==> config.mk <==
export PLATFORM = sky130hd
export DESIGN_NAME = lt24_write_engine
export DESIGN_NICKNAME = d
export VERILOG_FILES = /design/src/rtl/lt24_write_engine.sv
export SDC_FILE = /design/constraint.sdc
export NUM_CORES = 1
export LEC_CHECK = 0
export ABC_AREA = 0
export CAP_MARGIN = 20
export CORE_ASPECT_RATIO = 0.75
export CORE_MARGIN = 2
export CORE_UTILIZATION = 50
export CTS_BUF_LIST = sky130_fd_sc_hd__clkbuf_4 sky130_fd_sc_hd__clkbuf_8
export DETAILED_ROUTE_END_ITERATION = 16
export GPL_TIMING_DRIVEN = 0
export PLACE_DENSITY = 0.76
export SYNTH_ARGS = -nofsm -noshare
export SYNTH_HDL_FRONTEND = slang
export SYNTH_SLANG_ARGS = --single-unit
==> constraint.sdc <==
create_clock -name clk_clk -period 3.01 [get_ports clk_clk]
set_input_delay 0.903 -clock clk_clk [delete_from_list [all_inputs] [get_ports clk_clk]]
set_output_delay 0.903 -clock clk_clk [all_outputs]
set_load 0.02 [all_outputs]
==> src/rtl/lt24_write_engine.sv <==
// rtl/lt24_write_engine.sv - LT24 (ILI9341) 8080 16-bit write bus engine with power-up reset sequencer
//
// Runs the panel reset sequence (lcd_reset_n low, then a settle wait).
// After that it turns each accepted {dc, data} word into one timed wrx strobe.
// csx stays low across a burst until a word flagged in_last has completed.
//
// Ports:
//   clk_clk, reset_reset_n    clock, async active-low reset
//   sw_reset                  1-cycle pulse, re-runs the power-up sequence
//   in_valid/in_ready         word handshake; in_dc, in_last, in_data are the payload
//   init_done, busy           sequence complete / FSM not in IDLE
//   lcd_reset_n, lcd_on       panel reset and power enable
//   csx, dcx, wrx, rdx        8080 bus controls (rdx tied high, write-only)
//   data_out                  8080 data bus
module lt24_write_engine #(
  parameter int RST_LOW_CYC  = 500000,
  parameter int RST_WAIT_CYC = 6000000,
  parameter int WR_LOW_CYC   = 2,
  parameter int WR_HIGH_CYC  = 2,
  parameter int CNT_W        = 24
) (
  input  logic        clk_clk,
  input  logic        reset_reset_n,
  input  logic        sw_reset,
  input  logic        in_valid,
  output logic        in_ready,
  input  logic        in_dc,
  input  logic        in_last,
  input  logic [15:0] in_data,
  output logic        init_done,
  output logic        busy,
  output logic        lcd_reset_n,
  output logic        lcd_on,
  output logic        csx,
  output logic        dcx,
  output logic        wrx,
  output logic        rdx,
  output logic [15:0] data_out
);

  typedef enum logic [2:0] {
    S_RST_LOW,
    S_RST_WAIT,
    S_IDLE,
    S_SETUP,
    S_WR_LOW,
    S_WR_HIGH
  } state_t;

  localparam logic [CNT_W-1:0] RST_LOW_END  = CNT_W'(RST_LOW_CYC - 1);
  localparam logic [CNT_W-1:0] RST_WAIT_END = CNT_W'(RST_WAIT_CYC - 1);
  localparam logic [CNT_W-1:0] WR_LOW_END   = CNT_W'(WR_LOW_CYC - 1);
  localparam logic [CNT_W-1:0] WR_HIGH_END  = CNT_W'(WR_HIGH_CYC - 1);

  state_t           state;
  state_t           state_nxt;
  logic [CNT_W-1:0] cnt;
  logic             cnt_clr;
  logic             cnt_en;
  logic             rst_pend;
  logic             last_q;
  logic             accept;
  logic             in_write;

  assign rdx      = 1'b1;
  assign busy     = (state != S_IDLE);
  assign in_ready = (state == S_IDLE) & init_done & ~sw_reset & ~rst_pend;
  assign accept   = in_valid & in_ready;
  assign in_write = (state == S_SETUP) | (state == S_WR_LOW) | (state == S_WR_HIGH);

  always_ff @(posedge clk_clk or negedge reset_reset_n) begin
    if (!reset_reset_n) begin
      state <= S_RST_LOW;
    end else begin
      state <= state_nxt;
    end
  end

  always_comb begin
    state_nxt = state;
    case (state)
      S_RST_LOW: begin
        if (!sw_reset && cnt == RST_LOW_END) state_nxt = S_RST_WAIT;
      end
      S_RST_WAIT: begin
        if (sw_reset)                     state_nxt = S_RST_LOW;
        else if (cnt == RST_WAIT_END)     state_nxt = S_IDLE;
      end
      S_IDLE: begin
        if (sw_reset)                     state_nxt = S_RST_LOW;
        else if (accept)                  state_nxt = S_SETUP;
      end
      S_SETUP:                            state_nxt = S_WR_LOW;
      S_WR_LOW: begin
        if (cnt == WR_LOW_END)            state_nxt = S_WR_HIGH;
      end
      S_WR_HIGH: begin
        // A reset requested mid-word is honoured only once the hold phase ends.
        if (cnt == WR_HIGH_END)           state_nxt = (rst_pend | sw_reset) ? S_RST_LOW : S_IDLE;
      end
      default:                            state_nxt = S_RST_LOW;
    endcase
  end

  // Counter restarts on every state entry, and on sw_reset while already in RST_LOW.
  assign cnt_clr = (state_nxt != state) | (sw_reset & (state == S_RST_LOW));
  assign cnt_en  = (state == S_RST_LOW) | (state == S_RST_WAIT) |
                   (state == S_WR_LOW)  | (state == S_WR_HIGH);

  always_ff @(posedge clk_clk or negedge reset_reset_n) begin
    if (!reset_reset_n) begin
      cnt <= '0;
    end else if (cnt_clr) begin
      cnt <= '0;
    end else if (cnt_en) begin
      cnt <= cnt + 1'b1;
    end
  end

  // Bus outputs are registered from the transition being taken, so each
  // pin changes on the same edge that enters the state it belongs to.
  always_ff @(posedge clk_clk or negedge reset_reset_n) begin
    if (!reset_reset_n) begin
      lcd_reset_n <= 1'b0;
      lcd_on      <= 1'b0;
      csx         <= 1'b1;
      dcx         <= 1'b1;
      wrx         <= 1'b1;
      data_out    <= 16'h0000;
      init_done   <= 1'b0;
      rst_pend    <= 1'b0;
      last_q      <= 1'b0;
    end else if (state_nxt == S_RST_LOW) begin
      lcd_reset_n <= 1'b0;
      csx         <= 1'b1;
      wrx         <= 1'b1;
      init_done   <= 1'b0;
      rst_pend    <= 1'b0;
    end else begin
      if (sw_reset && in_write) rst_pend <= 1'b1;
      case (state)
        S_RST_LOW: begin
          if (state_nxt == S_RST_WAIT) begin
            lcd_reset_n <= 1'b1;
            lcd_on      <= 1'b1;
          end
        end
        S_RST_WAIT: begin
          if (state_nxt == S_IDLE) init_done <= 1'b1;
        end
        S_IDLE: begin
          if (accept) begin
            csx      <= 1'b0;
            dcx      <= in_dc;
            data_out <= in_data;
            last_q   <= in_last;
            wrx      <= 1'b1;
          end
        end
        S_SETUP:   wrx <= 1'b0;
        S_WR_LOW: begin
          if (state_nxt == S_WR_HIGH) wrx <= 1'b1;
        end
        S_WR_HIGH: begin
          if (state_nxt == S_IDLE && last_q) csx <= 1'b1;
        end
        default: ;
      endcase
    end
  end

endmodule

==> qor.txt <==
fin nets: 330
compound-cell area share of the yosys netlist: 0.06323
Synth Area in Adders: 0.009728
layout cells sized above 1: 0.1368
CTS Root Cell: clkbuf_8
Tmin final: 2.819 ns
clk slew on worst S/H paths: 0.09 ns
CTS H-tree lvls: 2
Ys Warns: 0
final wirelength: 5.523 mm
num rows: 22
drt pass-1 iters: 4
Worst Tran Pin Value: 0.7727 ns
Synth Area in XOR/XNOR: 0.08171
P_leak: 1.505 nW
pwr/cell area: 538.0 nW/um^2
MaxCap Viol Count: 0
number of flops mapped to enable cells by yosys: 0
CTS max path bufs: 2
flops & latches, synth: 51
met3 Use GR: 0.04245
RSZ-0062 raised after global routing: false
status: finished, final reports clean
Clock Skews: 0.006805 ns
main area contributors after synthesis: dfrtp_1, mux2_2, nor2_1
I/O pin total: 47
Max Fclk: 354.7 MHz
Hold Slack: 0.4838 ns
largest vdd supply drop: 0.3271 mV
total CTS buffers: 5
crit path launch type: register
worst min-delay path class: reg -> reg
Via density: 5.586
Worst R2R Path Depth: 7
Final period util: 0.9367
ant diodes: 0
TritonCTS clock tree: done
met1 Track Usage GR: 0.3247
sequential fraction of the synthesis area: 0.4976
Simple-Gate Fraction of Synth Area: 0.2383
mux contribution to synthesized area: 0.07879
Slew HR: 0.4809
cell count of the worst hold path: 2
CP Max Fanout: 10
ys flop type: dfrtp_1
TritonCTS Sinks: 51
post-synthesis cell count: 254
port bufs: 44
FF-to-FF Start: cnt[7]$_DFFE_PN0P_
initial antenna violation count: 0
post-route ant nets: 0
vias in the first global route: 1805
largest net degree at the start of global routing: 31
Placer Congestion: 0.8844
Final Hold Viols: 0
first-pass GRT wire length: 9.121 mm
DIE WIDTH: 86.83 um
Post-synth ARST share: 1.000
Critical Path AT: 3.02 ns
final-report setup violation count: 0
Crit Path Category: reg -> reg
Distinct cells, synth: 45
commonest non-fill, non-tap cell in the layout: dfrtp_1
Critical Path End Type: register
top cell type's share of synthesized area: 0.4669
Die ar.: 5741 um^2
synthesized area per cell: 10.13 um^2
total power: 0.001753 W
most area-hungry cell type in the Yosys netlist: dfrtp_1
HPWL after DPL: 4.070 mm
Syn Std Cell Area: 2572 um^2
met2 usage: 0.2853
Die Y: 66.12 um
CP required: 3.21 ns
Remaining Overflow, GRT: 0
DR WL/cell: 15.05 um
busiest grt layer: met1
vias post-DR: 2050
DR DRC count: 0
1st-iter DRT viols: 164
worst hold start: csx$_DFFE_PN1P_
largest family of logic cells by synthesized area: simple AND/OR/NAND/NOR gates
most frequent cells in the layout: dfrtp_1, clkdlybuf4s50_1, nor2_1, mux2_2, xor2_1
worst skew pair latency: 0.31 ns
critical path launch point: cnt[7]$_DFFE_PN0P_
Pins Over Slew Limit: 0
syn_nets: 278
core area: 4927 um^2
area grow syn2layout: 26.65%
Starting Density: 0.5221
CTS Hold Buffers Added: 0
total global-route track usage: 0.2067
[power by group]
part / internal [W] / total, W / switching, W
sequential: 0.000718 / 0.000744 / 0.0000256
combinational: 0.000172 / 0.000440 / 0.000268
clock: 0.000341 / 0.000569 / 0.000228
[per-stage QoR]
stage               setup WS, ns  std cells  TNS (ns)  area (um^2)    util
floorplan                 0.4876        254         0         2572       -
global placement         -0.4718        358    -23.73         3088  0.6267
detailed placement       -0.1280        359    -2.328         3103  0.6298
CTS                     0.002813        367         0         3239  0.6574
global route             0.07690        367         0         3258  0.6612
finish                    0.1906        367         0         3258  0.6612
[timing repair]
| action | 4_1_cts | 5_1_grt |
|---|---|---|
| gates resized for setup | 0 | 4 |
| setup buffers | 0 | 0 |
| endpoints found under the setup margin | 0 | 21 |
[routing by layer]
layer,routed length [um],up-vias
li1,-,990
met1,2684,995
met2,2462,57
met3,317,8
met4,58,0
met5,0,-
[cells by family after synthesis]
family / Yosys count
compound gates: 23
xor+xnor: 24
fa+ha+maj: 2
buf+inv: 17
flops: 51
mux: 18
other cells: 1
simple gates: 118
[flip-flops by register name, summed over array words and instances (netlist names)]
signal,count
cnt,24
data_out,16
state,3
csx,1
dcx,1
init_done,1
last_q,1
lcd_on,1
lcd_reset_n,1
rst_pend,1
wrx,1
[final cells by class]
type                            instances  area (um^2)
Buffer                                 12        56.30
Clock buffer                            6        76.32
Clock inverter                          2        60.06
Fill cell                             401         1669
Inverter                                5        18.77
Multi-Input combinational cell        186         1234
Sequential cell                        51         1280
Tap cell                               60        75.07
Timing Repair Buffer                   45        457.9
[worst max-delay path, stage by stage, from the launching register on]
cell and delay, ns:
dfrtp_1 0.44, or4_4 0.59, or4b_4 0.53, o31a_1 0.34, o211a_1 0.22, o21ai_2 0.29
buf_4 0.24, nor2_1 0.06
[synth_stat cells (2+ instances only)]
| cell | instances |
|---|---|
| xnor2_1 | 7 |
| nand2_1 | 14 |
| buf_4 | 3 |
| nor3b_1 | 2 |
| mux2_2 | 18 |
| nand3_1 | 10 |
| a21oi_1 | 5 |
| nor3_1 | 6 |
| o21ai_0 | 5 |
| dfrtp_1 | 48 |
| nand2b_1 | 3 |
| and2_1 | 2 |
| and3_1 | 8 |
| clkbuf_1 | 9 |
| o31a_1 | 2 |
| nor4b_1 | 2 |
| dfstp_2 | 3 |
| nand4_1 | 11 |
| and4_1 | 2 |
| nor2_1 | 42 |
| xor2_1 | 17 |
| ha_1 | 2 |
| inv_1 | 5 |
| nor4_1 | 5 |
| or2_2 | 2 |
| nor2b_1 | 2 |
[worst paths after layout]
check | to | slack (ns)
min reg2reg | csx$_DFFE_PN1P_ | 0.48
min | csx$_DFFE_PN1P_ | 0.48
max reg2reg | cnt[4]$_DFFE_PN0P_ | 0.19
max in group asynchronous | cnt[5]$_DFFE_PN0P_ | 1.93
min in group asynchronous | data_out[3]$_DFFE_PN0P_ | 0.55
max | cnt[4]$_DFFE_PN0P_ | 0.19
Note: power is estimated with default switching activity, not from simulation.
